`config.mk`:
```
export PLATFORM = sky130hd
export DESIGN_NAME = alu_issue_stage
export DESIGN_NICKNAME = d
export VERILOG_FILES = /design/src/rtl/mypkg.sv /design/src/rtl/instr_decode.sv /design/src/rtl/alu_issue_stage.sv
export SDC_FILE = /design/constraint.sdc
export NUM_CORES = 1
export LEC_CHECK = 0
export ABC_AREA = 1
export ABC_CLOCK_PERIOD_IN_PS = 6500
export CAP_MARGIN = 5
export CORE_ASPECT_RATIO = 0.75
export CORE_MARGIN = 4
export CORE_UTILIZATION = 32
export DETAILED_ROUTE_END_ITERATION = 12
export PLACE_DENSITY = 0.67
export SLEW_MARGIN = 30
export SYNTH_ARGS = -nofsm -noshare
export SYNTH_HDL_FRONTEND = slang
export SYNTH_SLANG_ARGS = --single-unit
```
`constraint.sdc`:
```
create_clock -name clk_i -period 6.5 [get_ports clk_i]
set_input_delay 1.3 -clock clk_i [delete_from_list [all_inputs] [get_ports clk_i]]
set_output_delay 1.3 -clock clk_i [all_outputs]
set_load 0.01 [all_outputs]
```
`src/rtl/mypkg.sv`:
```
// rtl/mypkg.sv - shared ALU opcode enum, RV32I opcode/funct7 constants and the issue packet.
package mypkg;

   typedef enum logic [3:0] {
      A_ADD  = 4'd0,
      A_SUB  = 4'd1,
      A_SLL  = 4'd2,
      A_SLT  = 4'd3,
      A_SLTU = 4'd4,
      A_XOR  = 4'd5,
      A_SRL  = 4'd6,
      A_SRA  = 4'd7,
      A_OR   = 4'd8,
      A_AND  = 4'd9,
      A_LUI  = 4'd10
   } alu_op_e;

   localparam logic [6:0] OPC_OP     = 7'b0110011;
   localparam logic [6:0] OPC_OP_IMM = 7'b0010011;
   localparam logic [6:0] OPC_LUI    = 7'b0110111;
   localparam logic [6:0] OPC_AUIPC  = 7'b0010111;
   localparam logic [6:0] F7_BASE    = 7'b0000000;
   localparam logic [6:0] F7_ALT     = 7'b0100000;

   typedef struct packed {
      alu_op_e     alu_op;
      logic [31:0] operand_a;
      logic [31:0] operand_b;
      logic [4:0]  rd_addr;
      logic        rd_we;
      logic        illegal;
   } issue_pkt_t;

   localparam issue_pkt_t ISSUE_PKT_RESET = '{
      alu_op:    A_ADD,
      operand_a: 32'h0,
      operand_b: 32'h0,
      rd_addr:   5'd0,
      rd_we:     1'b0,
      illegal:   1'b0
   };

   // Operation selected by funct3 when funct7 is the base encoding (OP and OP-IMM share it).
   function automatic alu_op_e base_op(input logic [2:0] funct3);
      case (funct3)
         3'b000:  base_op = A_ADD;
         3'b001:  base_op = A_SLL;
         3'b010:  base_op = A_SLT;
         3'b011:  base_op = A_SLTU;
         3'b100:  base_op = A_XOR;
         3'b101:  base_op = A_SRL;
         3'b110:  base_op = A_OR;
         default: base_op = A_AND;
      endcase
   endfunction

endpackage

```
`src/rtl/instr_decode.sv`:
```
// rtl/instr_decode.sv - combinational RV32I OP/OP-IMM/LUI/AUIPC decode into an issue packet.
module instr_decode
   import mypkg::*;
(
   input  logic [31:0] instr_i,
   input  logic [31:0] pc_i,
   input  logic [31:0] rs1_data_i,
   input  logic [31:0] rs2_data_i,
   output issue_pkt_t  pkt_o
);

   logic [6:0]  opcode;
   logic [2:0]  funct3;
   logic [6:0]  funct7;
   logic [4:0]  rd;
   logic [31:0] imm_i;
   logic [31:0] imm_u;
   logic [31:0] shamt;
   logic        unused_rs1_field;

   assign opcode = instr_i[6:0];
   assign rd     = instr_i[11:7];
   assign funct3 = instr_i[14:12];
   assign funct7 = instr_i[31:25];
   assign imm_i  = {{20{instr_i[31]}}, instr_i[31:20]};
   assign imm_u  = {instr_i[31:12], 12'h000};
   assign shamt  = {27'd0, instr_i[24:20]};
   // rs1 is consumed through rs1_data_i; its address field is not needed here.
   assign unused_rs1_field = ^instr_i[19:15];

   alu_op_e     op;
   logic [31:0] op_a;
   logic [31:0] op_b;
   logic        ill;

   always_comb begin
      op   = A_ADD;
      op_a = 32'h0;
      op_b = 32'h0;
      ill  = 1'b0;
      case (opcode)
         OPC_OP: begin
            op_a = rs1_data_i;
            op_b = rs2_data_i;
            if (funct7 == F7_BASE) begin
               op = base_op(funct3);
            end else if (funct7 == F7_ALT && funct3 == 3'b000) begin
               op = A_SUB;
            end else if (funct7 == F7_ALT && funct3 == 3'b101) begin
               op = A_SRA;
            end else begin
               ill = 1'b1;
            end
         end
         OPC_OP_IMM: begin
            op_a = rs1_data_i;
            op_b = imm_i;
            op   = base_op(funct3);
            if (funct3 == 3'b001 || funct3 == 3'b101) begin
               op_b = shamt;
               if (funct3 == 3'b101 && funct7 == F7_ALT) begin
                  op = A_SRA;
               end else if (funct7 != F7_BASE) begin
                  ill = 1'b1;
               end
            end
         end
         OPC_LUI: begin
            op   = A_LUI;
            op_b = imm_u;
         end
         OPC_AUIPC: begin
            op_a = pc_i;
            op_b = imm_u;
         end
         default: ill = 1'b1;
      endcase
   end

   always_comb begin
      pkt_o         = ISSUE_PKT_RESET;
      pkt_o.illegal = ill;
      if (!ill) begin
         pkt_o.alu_op    = op;
         pkt_o.operand_a = op_a;
         pkt_o.operand_b = op_b;
         pkt_o.rd_addr   = rd;
         pkt_o.rd_we     = (rd != 5'd0);
      end
   end

endmodule

```
`src/rtl/alu_issue_stage.sv`:
```
// rtl/alu_issue_stage.sv - decode/issue stage: fetch handshake in, registered ALU issue out.
// ALU_ISSUE_SKID_EN adds one skid entry so instr_ready_o comes straight from a flop.
module alu_issue_stage
   import mypkg::*;
(
   input  logic        clk_i,
   input  logic        rst_i,
   input  logic        instr_valid_i,
   output logic        instr_ready_o,
   input  logic [31:0] instr_i,
   input  logic [31:0] pc_i,
   output logic [4:0]  rs1_addr_o,
   output logic [4:0]  rs2_addr_o,
   input  logic [31:0] rs1_data_i,
   input  logic [31:0] rs2_data_i,
   output logic        issue_valid_o,
   input  logic        issue_ready_i,
   output alu_op_e     alu_op_o,
   output logic [31:0] operand_a_o,
   output logic [31:0] operand_b_o,
   output logic [4:0]  rd_addr_o,
   output logic        rd_we_o,
   output logic        illegal_o
);

   issue_pkt_t dec_pkt;
   issue_pkt_t out_q, out_d;
   logic       out_valid_q, out_valid_d;
   logic       accept;
   logic       consume;

   assign rs1_addr_o = instr_i[19:15];
   assign rs2_addr_o = instr_i[24:20];

   instr_decode u_decode (
      .instr_i    (instr_i),
      .pc_i       (pc_i),
      .rs1_data_i (rs1_data_i),
      .rs2_data_i (rs2_data_i),
      .pkt_o      (dec_pkt)
   );

   assign accept  = instr_valid_i && instr_ready_o;
   assign consume = out_valid_q && issue_ready_i;

`ifdef ALU_ISSUE_SKID_EN
   issue_pkt_t skid_q, skid_d;
   logic       skid_valid_q, skid_valid_d;

   assign instr_ready_o = !skid_valid_q;

   // While skid is occupied no accept can happen, so only the drain path is live.
   always_comb begin
      out_d        = out_q;
      out_valid_d  = out_valid_q;
      skid_d       = skid_q;
      skid_valid_d = skid_valid_q;
      if (skid_valid_q) begin
         if (consume) begin
            out_d        = skid_q;
            skid_valid_d = 1'b0;
         end
      end else if (accept) begin
         if (out_valid_q && !issue_ready_i) begin
            skid_d       = dec_pkt;
            skid_valid_d = 1'b1;
         end else begin
            out_d       = dec_pkt;
            out_valid_d = 1'b1;
         end
      end else if (consume) begin
         out_valid_d = 1'b0;
      end
   end

   always_ff @(posedge clk_i or posedge rst_i) begin
      if (rst_i) begin
         skid_q       <= ISSUE_PKT_RESET;
         skid_valid_q <= 1'b0;
      end else begin
         skid_q       <= skid_d;
         skid_valid_q <= skid_valid_d;
      end
   end
`else
   assign instr_ready_o = !out_valid_q || issue_ready_i;

   always_comb begin
      out_d       = out_q;
      out_valid_d = out_valid_q;
      if (accept) begin
         out_d       = dec_pkt;
         out_valid_d = 1'b1;
      end else if (consume) begin
         out_valid_d = 1'b0;
      end
   end
`endif

   always_ff @(posedge clk_i or posedge rst_i) begin
      if (rst_i) begin
         out_q       <= ISSUE_PKT_RESET;
         out_valid_q <= 1'b0;
      end else begin
         out_q       <= out_d;
         out_valid_q <= out_valid_d;
      end
   end

   assign issue_valid_o = out_valid_q;
   assign alu_op_o      = out_q.alu_op;
   assign operand_a_o   = out_q.operand_a;
   assign operand_b_o   = out_q.operand_b;
   assign rd_addr_o     = out_q.rd_addr;
   assign rd_we_o       = out_q.rd_we;
   assign illegal_o     = out_q.illegal;

endmodule

```
# == Yosys cells after proc, flatten, opt, wreduce, memory -nomap -nowiden ==
# Cells that the tools add are included.
# totals
register_bits,76
out_inout_bits,87
wordCells,52
# classes
eq_ne,11
n_mux,20
n_reduce_logical,14
# ops
op,count
$pmux W32 S3,1
$mux W74,1
$pmux W32 S2,1
$mux W32,1
$pmux W4 S7,1
$eq A7 B6 Y1 const B,3
$mux W4,4
$eq A7 B5 Y1 const B,2
$pmux W4 S3,1
$eq A3 B3 Y1 const B,3
$mux W1,8
$logic_not A7 Y1,1
$reduce_bool A7 Y1,1
$eq A3 B2 Y1 const B,2
$reduce_bool A5 Y1,1
$logic_and A1 B1 Y1,4
$reduce_or A2 Y1,2
$eq A3 B1 Y1 const B,1
$logic_not A3 Y1,1
$mux W3,1
$pmux W1 S3,1
$logic_or A1 B1 Y1,2
$reduce_bool A2 Y1,1
$logic_not A1 Y1,1

# == Longest topological paths before layout ==
# Gate-level depths: netlist (run 1).
# logic_depth
ltp_word,7
mapped_depth,11
ltp_nobuf,10

# == By module ==
# From an unflattened synthesis (run 1), not the netlist that was laid out.
# hier_totals
cells_unflattened,657
area_unflattened_um2,4601.9
# by_module_without_submodules
mod,n_inst,cells_each,area_each_um2,seq_area_each_um2
alu_issue_stage,1,340,3069.2,1901.8
instr_decode,1,317,1532.7,0.0

# == Least setup slack after synthesis (run 1) ==
# No wires, ideal clock.
# synth_path
kind,input port to output port
startpoint,in issue_ready_i
endpoint,out instr_ready_o
arrival_time_ns,1.434
required_ns,5.200
path_slack_ns,3.766
cell_stages,2
n_path_buf,0
cell_sequence,inv_1 > nand2_1
# synth_via
elab_chain_cells,1
# synth_rtl
item,line_no,source
start: declaration,alu_issue_stage.sv:17,"input logic issue_ready_i,"
$logic_or A1 B1 Y1,alu_issue_stage.sv:86,assign instr_ready_o = !out_valid_q || issue_ready_i;
end: declaration,alu_issue_stage.sv:9,"output logic instr_ready_o,"
# No other way between the ends.

# == Final worst setup path (run 1) ==
# Same ends and word-level chain as after synthesis.

==> results.yml, run 1 <==
synthesis:
  syn_inst: 621
  synthesis.area_sq_um: 4210
  main_combinational_cell_family_by_area_after_synthesis: "simple AND/OR/NAND/NOR gates"
  synth_fp_nets: 753
  fraction_of_the_yosys_area_taken_by_sequential_cells: 0.452
  ys_types: 18
  synth-compound-area-share: 0.00982
  post_synth_and_or_nand_nor_area_fraction: 0.460
  syn_avg_cell_area_sq_um: 6.77
  synth_xor_area_frac: 0
  synth_warnings: 0
  synth.top_cell.area_share: 0.452
  yosys-top-cells-area: "sky130_fd_sc_hd__dfrtp_1 45%, sky130_fd_sc_hd__nand2_1 32%, sky130_fd_sc_hd__nand3_1 12%, sky130_fd_sc_hd__buf_6 1.9%, sky130_fd_sc_hd__clkbuf_1 1.9%"
  mux_contribution_to_synthesized_area: 0
  synth_seq_cells: 76
  post_synth_fa_ha_maj_area_fraction: 0
  yosysTopAreaCell: "sky130_fd_sc_hd__dfrtp_1"
critical_path:
  critPathSlowestCell: "sky130_fd_sc_hd__clkdlybuf4s50_1"
  crit_path_end: "instr_ready_o"
  crit_start: "issue_ready_i"
  crit-reg2reg-launch: "issue_valid_o"
  worst_setup_path_start_kind: "input port"
  crit_path_end_kind: "output port"
  worstPathRequired_ps: 5200
  regToRegEndpoint: "operand_a_o[28]"
  critPathMostFrequentCell: "sky130_fd_sc_hd__clkdlybuf4s50_1"
  timing.critical_path.fanout_max: 3
  worst-path-stages: 4
  r2r_cells: 6
  timing.critical_path.slowest_cell_delay_ps: 550
  cp_num_buf_inv: 3
  worst-setup-path-type: "input port to output port"
  rrSetupSlack_ps: 4350
  path_cells: "clkdlybuf4s50_1 -> inv_1 -> nand2_1 -> clkdlybuf4s50_1"
  worst_ep_arrival_time_ps: 2450
  timing.critical_path.max_delay_family: "buffers and inverters"
layout:
  final-instance-count-excl-fill: 981
  final_nets: 942
  layout-area-overhead-vs-synth_pct: 59.1
  antenna-diode-count: 0
  post-route-util: 0.533
  final_layout_size_suffix_gt1_frac: 0.0380
  finalInstanceArea_sq_um: 6690
  fillCellCount: 1155
placed_design:
  place.gp.congestion: 0.825
  detailed_place.area_sq_um: 6380
  placedCellCount: 964
  count_of_port_buffers_added_during_placement: 218
  dpl.hpwl_um: 10200
grt:
  antenna_found_initial: 0
  grt.overflow.total: 0
  grtUsageTotal: 0.191
  grt_max_degree: 80
  wire_length_of_the_first_global_routing_pass_um: 23400
  via_count_of_the_first_global_routing_pass: 4522
worst_hold_path:
  min_path_type: "register to register"
timing:
  post-route-min-period_ps: 3750
  worst_margin_slew_ps: 861
  fmax_mhz: 266
  finalClockSkew_ps: 4.51
  final_sum_of_negative_setup_slack_ps: 0
  timing_hold_violations_final: 0
  setup_viol: 0
  maxSlewHeadroom: 0.422
  rsz0062_at_grt: "false"
  finalMaxSlewViolations: 0
  layout_worst_path_cycle_share: 0.578
die:
  die-height_um: 107
  floorplan_core_area_sq_um: 12600
  floorplan.die_area_sq_um: 15100
  floorplan.initialDensity: 0.335
  die-width_um: 140
  count_of_standard_cell_rows: 35
  io-pin-count: 219
routing:
  route.antenna.remaining_nets: 0
  num_vias: 4609
  drt_first_pass_iters: 5
  detail_route.wirelength_um: 14800
  wl_per_cell_um: 15.1
  m1WireLength_um: 6750
  drc: 0
  dr.first_iter.drc_count: 260
  met2_length_um: 7090
  vias_per_cell: 4.70
  routed-wl-met3_um: 794
  maxUsedRoutingLayer: "met4"
clocking:
  clock_insertion_delay_worst_skew_ps: 340
  clock_path_buffers: 2
  worst_setup_hold_path_clk_slew_ps: 60
  cts_tree: "done"
  cts.sink_count: 76
  cts_repair_resizes: 0
  clockRootBuffer: "sky130_fd_sc_hd__clkbuf_16"
  number_of_buffers_added_by_the_clock_tree_synthesis_step: 9
  htree_num_levels: 3
  postCtsSetupRepairBufs: 0
  ctsHoldBuffers: 0
power:
  totalPowerFinal_mw: 1.14
  pd_cells_nw_per_um2: 170
  cellLeakagePower_nw: 3.38
  max-vdd-ir-drop_mv: 0.117
job:
  drv.max_cap_violation_count: 0
run_status:
  run_status: "completed"
-- flip-flops by register name, indices dropped and copies added (netlist names) --
signal / count
issue_valid_o: 1
illegal_o: 1
rd_addr_o: 5
operand_b_o: 32
rd_we_o: 1
operand_a_o: 32
alu_op_o: 4
-- worst register-to-register path, cell delays in order (launching register included) --
cell	delay, ps
sky130_fd_sc_hd__dfrtp_1	350
sky130_fd_sc_hd__nand2_1	100
sky130_fd_sc_hd__nand2_2	60
sky130_fd_sc_hd__buf_4	660
sky130_fd_sc_hd__inv_4	530
sky130_fd_sc_hd__nand3_1	260
sky130_fd_sc_hd__nand2_1	80
-- worst min path at each step --
stage,start,to,slack (ps),cells after the start
CTS,operand_b_o[16],operand_b_o[16],480,2
finish,operand_b_o[30],operand_b_o[30],480,2
floorplan,alu_op_o[0],alu_op_o[0],520,2
global route,operand_b_o[26],operand_b_o[26],500,2
global placement,operand_a_o[8],operand_a_o[8],460,2
detailed placement,operand_b_o[16],operand_b_o[16],460,2
-- power by group --
group	internal (mW)	total [mW]	switching, mW	leakage, nW
combinational	0.0877	0.158	0.0699	2.19
clock	0.298	0.502	0.204	0.139
sequential	0.476	0.477	0.00151	1.06
-- placed cells by master, fill, tap and decap left out, drive strengths merged --
cell type / instances
a21oi: 2
buf: 5
bufinv: 1
clkbuf: 10
clkdlybuf4s50: 218
clkinv: 4
clkinvlp: 2
dfrtp: 76
inv: 17
nand2: 355
nand3: 102
nor2: 16
nor3: 2
o21a: 1
o21ai: 4
-- routing by layer --
layer | GRT usage | up-vias
met3 | 0.0426 | 14
met1 | 0.264 | 2134
met4 | 0.0456 | 0
met5 | 0 | -
li1 | - | 2315
met2 | 0.307 | 146
-- Yosys cell counts, drive strengths merged --
master	number
nand3	102
o21ai	4
nor2	16
nand2	355
o21a	1
a21oi	2
nor3	2
clkbuf	21
dfrtp	76
inv	18
buf	24
-- per-stage QoR --
step / hold WS, ps / worst slack (ps)
final: 476 / 2750
after global routing: 503 / 2680
after CTS: 480 / 2740
after detailed placement: 464 / 2740
after global placement: 461 / 2630
after floorplan: 515 / 3260
-- cells by family (layout without fill, tap and decap cells) --
kind of cell | after synthesis | in the layout
flip-flops | 76 | 76
AO/OA/AOI/OAI | 7 | 7
buffers and inverters | 63 | 257
AND/OR/NAND/NOR | 475 | 475
-- final cells by class --
class / count / area, sq um / share of cell area
inverter: 18 / 71.3 / 0.0107
multi-input combinational: 482 / 1980 / 0.296
clock inverter: 6 / 63.8 / 0.00953
sequential: 76 / 1900 / 0.284
tap: 166 / 208 / 0.0310
timing repair buffer: 223 / 2240 / 0.334
clock buffer: 10 / 229 / 0.0342
(Power assumes the default switching activity.)
==> run 2: changes to the inputs <==
Settings changed: ABC_CLOCK_PERIOD_IN_PS 6500 to 3650.
Clock period 6.5 ns to 3.65 ns, I/O delays scaled along.
==> results.yml, run 2 (synthesized netlist as in run 1, its figures left out) <==
run_status:
  run_status: "completed"
critical_path:
  worst_setup_path_start_kind: "input port"
  worst-setup-path-type: "input port to output port"
  worst_ep_arrival_time_ps: 1870
  worstPathRequired_ps: 2920
  timing.critical_path.fanout_max: 3
  crit_path_end_kind: "output port"
routing:
  maxUsedRoutingLayer: "met4"
  wl_per_cell_um: 14.9
  route.antenna.remaining_nets: 0
  drt_first_pass_iters: 5
  routed-wl-met3_um: 1070
  num_vias: 4653
  dr.first_iter.drc_count: 255
  met2_length_um: 7110
  m1WireLength_um: 6340
  vias_per_cell: 4.73
  drc: 0
  detail_route.wirelength_um: 14700
layout:
  final_nets: 945
  final_layout_size_suffix_gt1_frac: 0.0404
  final_common_cell: "sky130_fd_sc_hd__nand2_1"
  antenna-diode-count: 0
  layout-area-overhead-vs-synth_pct: 60.1
  final_cell_mix: "354 x sky130_fd_sc_hd__nand2_1, 218 x sky130_fd_sc_hd__clkdlybuf4s50_1, 102 x sky130_fd_sc_hd__nand3_1"
clocking:
  worst_setup_hold_path_clk_slew_ps: 60
  cts_repair_resizes: 0
  cts.sink_count: 76
  number_of_buffers_added_by_the_clock_tree_synthesis_step: 9
  clock_insertion_delay_worst_skew_ps: 320
  cts_tree: "done"
  ctsHoldBuffers: 0
  clockRootBuffer: "sky130_fd_sc_hd__clkbuf_16"
  htree_num_levels: 3
  clock_path_buffers: 2
  postCtsSetupRepairBufs: 0
timing:
  worst_margin_slew_ps: 810
  setup_viol: 0
  finalMaxSlewViolations: 0
  layout_worst_path_cycle_share: 0.713
  rsz0062_at_grt: "false"
  maxSlewHeadroom: 0.460
  post-route-min-period_ps: 2600
  fmax_mhz: 384
  final_sum_of_negative_setup_slack_ps: 0
  timing_hold_violations_final: 0
  finalClockSkew_ps: 4.57
power:
  totalPowerFinal_mw: 2.07
  max-vdd-ir-drop_mv: 0.206
  pd_cells_nw_per_um2: 307
  cellLeakagePower_nw: 3.42
grt:
  wire_length_of_the_first_global_routing_pass_um: 23700
  grt_max_degree: 79
  grt.overflow.total: 0
  via_count_of_the_first_global_routing_pass: 4599
  antenna_found_initial: 0
  grtUsageTotal: 0.193
placed_design:
  place.gp.congestion: 0.842
  dpl.hpwl_um: 10700
  count_of_port_buffers_added_during_placement: 218
die:
  count_of_standard_cell_rows: 35
  die-width_um: 140
  die-height_um: 107
  floorplan.die_area_sq_um: 15100
  floorplan.initialDensity: 0.335
  floorplan_core_area_sq_um: 12600
  io-pin-count: 219
worst_hold_path:
  min_path_type: "register to register"
job:
  drv.max_cap_violation_count: 0
==> run 2: final cells by class <==
class / count / area (sq um)
clock buffer: 10 / 229
sequential: 76 / 1900
multi-input combinational: 482 / 1980
clock inverter: 5 / 77.6
inverter: 18 / 68.8
tap: 166 / 208
timing repair buffer: 226 / 2270
fill: 1168 / 5830
==> run 2: report_power, final <==
part           internal [mW]  switching, mW
Sequential             0.847        0.00245
Clock                  0.593          0.338
Combinational          0.159          0.125
==> run 2: final timing paths <==
| path | from | to | slack (ps) | cells after the start |
|---|---|---|---|---|
| min reg2reg | operand_a_o[10] | operand_a_o[10] | 480 | 2 |
| max in group asynchronous | rst_i | operand_a_o[1] | 2200 | 3 |
| max | issue_ready_i | instr_ready_o | 1050 | 4 |
| max reg2reg | issue_valid_o | operand_a_o[29] | 1920 | 6 |
| min | operand_a_o[10] | operand_a_o[10] | 480 | 2 |
| min in group asynchronous | rst_i | operand_a_o[7] | 790 | 2 |
==> run 2: metrics by stage <==
step / std cells / utilization / instance area, sq um / setup WS (ps) / hold slack (ps)
after floorplan: 621 / - / 4210 / 982 / 515
after global placement: 968 / 0.511 / 6430 / 780 / 462
after detailed placement: 968 / 0.511 / 6430 / 748 / 464
after CTS: 983 / 0.536 / 6740 / 1040 / 481
after global routing: 983 / 0.536 / 6740 / 861 / 492
final: 983 / 0.536 / 6740 / 1050 / 475
==> run 2: critical path, stage by stage <==
cell                              delay, ps
sky130_fd_sc_hd__clkdlybuf4s50_1        460
sky130_fd_sc_hd__inv_1                   40
sky130_fd_sc_hd__nand2_1                100
sky130_fd_sc_hd__clkdlybuf4s50_1        550
==> run 2: routing by layer <==
metal	track usage	up-vias
met5	0	-
met4	0.0422	0
met3	0.0506	14
met2	0.319	176
met1	0.254	2156
li1	-	2307
==> run 3: changes to the inputs <==
Settings changed: ABC_CLOCK_PERIOD_IN_PS 3650 to 2700.
Clock period 3.65 ns to 2.7 ns, I/O delays scaled along.
==> results.yml, run 3 (synthesized netlist as in run 1, its figures left out) <==
die:
  die-height_um: 107
  io-pin-count: 219
  floorplan.initialDensity: 0.335
  floorplan.die_area_sq_um: 15100
  count_of_standard_cell_rows: 35
  floorplan_core_area_sq_um: 12600
  die-width_um: 140
timing:
  final_sum_of_negative_setup_slack_ps: 0
  finalMaxSlewViolations: 0
  timing_hold_violations_final: 0
  finalClockSkew_ps: 5.53
  fmax_mhz: 451
  layout_worst_path_cycle_share: 0.821
  holdWs_ps: 475
  rsz0062_at_grt: "false"
  setup_viol: 0
  maxSlewHeadroom: 0.723
  worst_margin_slew_ps: 415
  post-route-min-period_ps: 2220
  timing.final.ws_setup_ps: 482
layout:
  layout-area-overhead-vs-synth_pct: 61.6
  antenna-diode-count: 0
  final_cell_mix: "354 x sky130_fd_sc_hd__nand2_1, 218 x sky130_fd_sc_hd__clkdlybuf4s50_1, 102 x sky130_fd_sc_hd__nand3_1"
  final_layout_size_suffix_gt1_frac: 0.0485
  final_nets: 952
  final_common_cell: "sky130_fd_sc_hd__nand2_1"
  post-route-util: 0.541
  fillCellCount: 1193
worst_hold_path:
  min_from: "operand_b_o[19]"
  worst_case_hold_path_end_point: "operand_b_o[19]"
  min_delay_path_depth: 2
  min_path_type: "register to register"
routing:
  drt_first_pass_iters: 4
  route.antenna.remaining_nets: 0
  vias_per_cell: 4.70
  wl_per_cell_um: 14.9
  num_vias: 4657
  dr.first_iter.drc_count: 265
  drc: 0
  detail_route.wirelength_um: 14700
clocking:
  htree_num_levels: 3
  cts_tree: "done"
  clockRootBuffer: "sky130_fd_sc_hd__clkbuf_16"
  clock_path_buffers: 2
  cts.sink_count: 76
  cts_repair_resizes: 0
  ctsHoldBuffers: 0
  number_of_buffers_added_by_the_clock_tree_synthesis_step: 9
  clock_insertion_delay_worst_skew_ps: 330
  worst_setup_hold_path_clk_slew_ps: 60
  postCtsSetupRepairBufs: 0
grt:
  antenna_found_initial: 0
  grt.overflow.total: 0
  grtUsageTotal: 0.195
  wire_length_of_the_first_global_routing_pass_um: 23900
  grt_max_degree: 77
  via_count_of_the_first_global_routing_pass: 4659
critical_path:
  worst-setup-path-type: "input port to output port"
  rrSetupSlack_ps: 1470
  r2r_cells: 6
  regToRegEndpoint: "alu_op_o[3]"
  crit_path_end_kind: "output port"
  crit-reg2reg-launch: "issue_valid_o"
  worst_ep_arrival_time_ps: 1680
  worst_setup_path_start_kind: "input port"
  worstPathRequired_ps: 2160
  timing.critical_path.fanout_max: 3
job:
  drv.max_cap_violation_count: 0
placed_design:
  dpl.hpwl_um: 10700
  place.gp.congestion: 0.830
  dpl_worst_slack_ps: 218
  count_of_port_buffers_added_during_placement: 218
power:
  max-vdd-ir-drop_mv: 0.284
  totalPowerFinal_mw: 2.74
  cellLeakagePower_nw: 3.46
  pd_cells_nw_per_um2: 403
run_status:
  run_status: "completed"
-- run 3: cell count changes in the layout (fill, tap and decap cells not counted) --
cell                         change
sky130_fd_sc_hd__bufinv_16       -1
sky130_fd_sc_hd__buf_4           +5
sky130_fd_sc_hd__buf_12          +2
sky130_fd_sc_hd__inv_6           +1
sky130_fd_sc_hd__clkbuf_8        +1
sky130_fd_sc_hd__clkinvlp_4      -1
-- run 3: layout make-up --
class | count | area [sq um] | share of cell area
Timing Repair Buffer | 233 | 2340 | 0.345
Multi-Input combinational cell | 482 | 1980 | 0.292
Sequential cell | 76 | 1900 | 0.280
Clock buffer | 11 | 243 | 0.0357
Tap cell | 166 | 208 | 0.0306
Inverter | 18 | 68.8 | 0.0101
Clock inverter | 4 | 48.8 | 0.00718
-- run 3: power by group --
group / switching, mW / internal [mW] / total, mW
Clock: 0.463 / 0.736 / 1.20
Sequential: 0.00347 / 1.15 / 1.15
Combinational: 0.169 / 0.225 / 0.395
-- run 3: worst max-delay path by stage --
stage                     cells after the start             end  slack (ps)           from
final                                         4   instr_ready_o         480  issue_ready_i
after global routing                          4   instr_ready_o         410  issue_ready_i
after detailed placement                     11  operand_b_o[1]         220    instr_i[13]
after global placement                       11  operand_b_o[1]         300    instr_i[13]
after floorplan                               1     alu_op_o[0]         220          rst_i
after CTS                                     4   instr_ready_o         470  issue_ready_i
-- run 3: routing by layer --
layer,vias up,GRT usage,part of all wire
met1,2146,0.260,0.44
met4,0,0.0450,0.010
met3,14,0.0493,0.071
met2,173,0.320,0.48
met5,-,0,0
li1,2324,-,-
-- run 3: stage by stage --
stage | instance area (sq um) | instances
2_1_floorplan | 4210 | 621
3_3_place_gp | 6510 | 975
3_5_place_dp | 6510 | 975
4_1_cts | 6800 | 990
5_1_grt | 6800 | 990
6_report | 6800 | 990
-- run 3: worst max-delay path, stage by stage --
cell	delay [ps]
sky130_fd_sc_hd__clkdlybuf4s50_1	450
sky130_fd_sc_hd__inv_1	40
sky130_fd_sc_hd__nand2_1	100
sky130_fd_sc_hd__clkdlybuf4s50_1	550
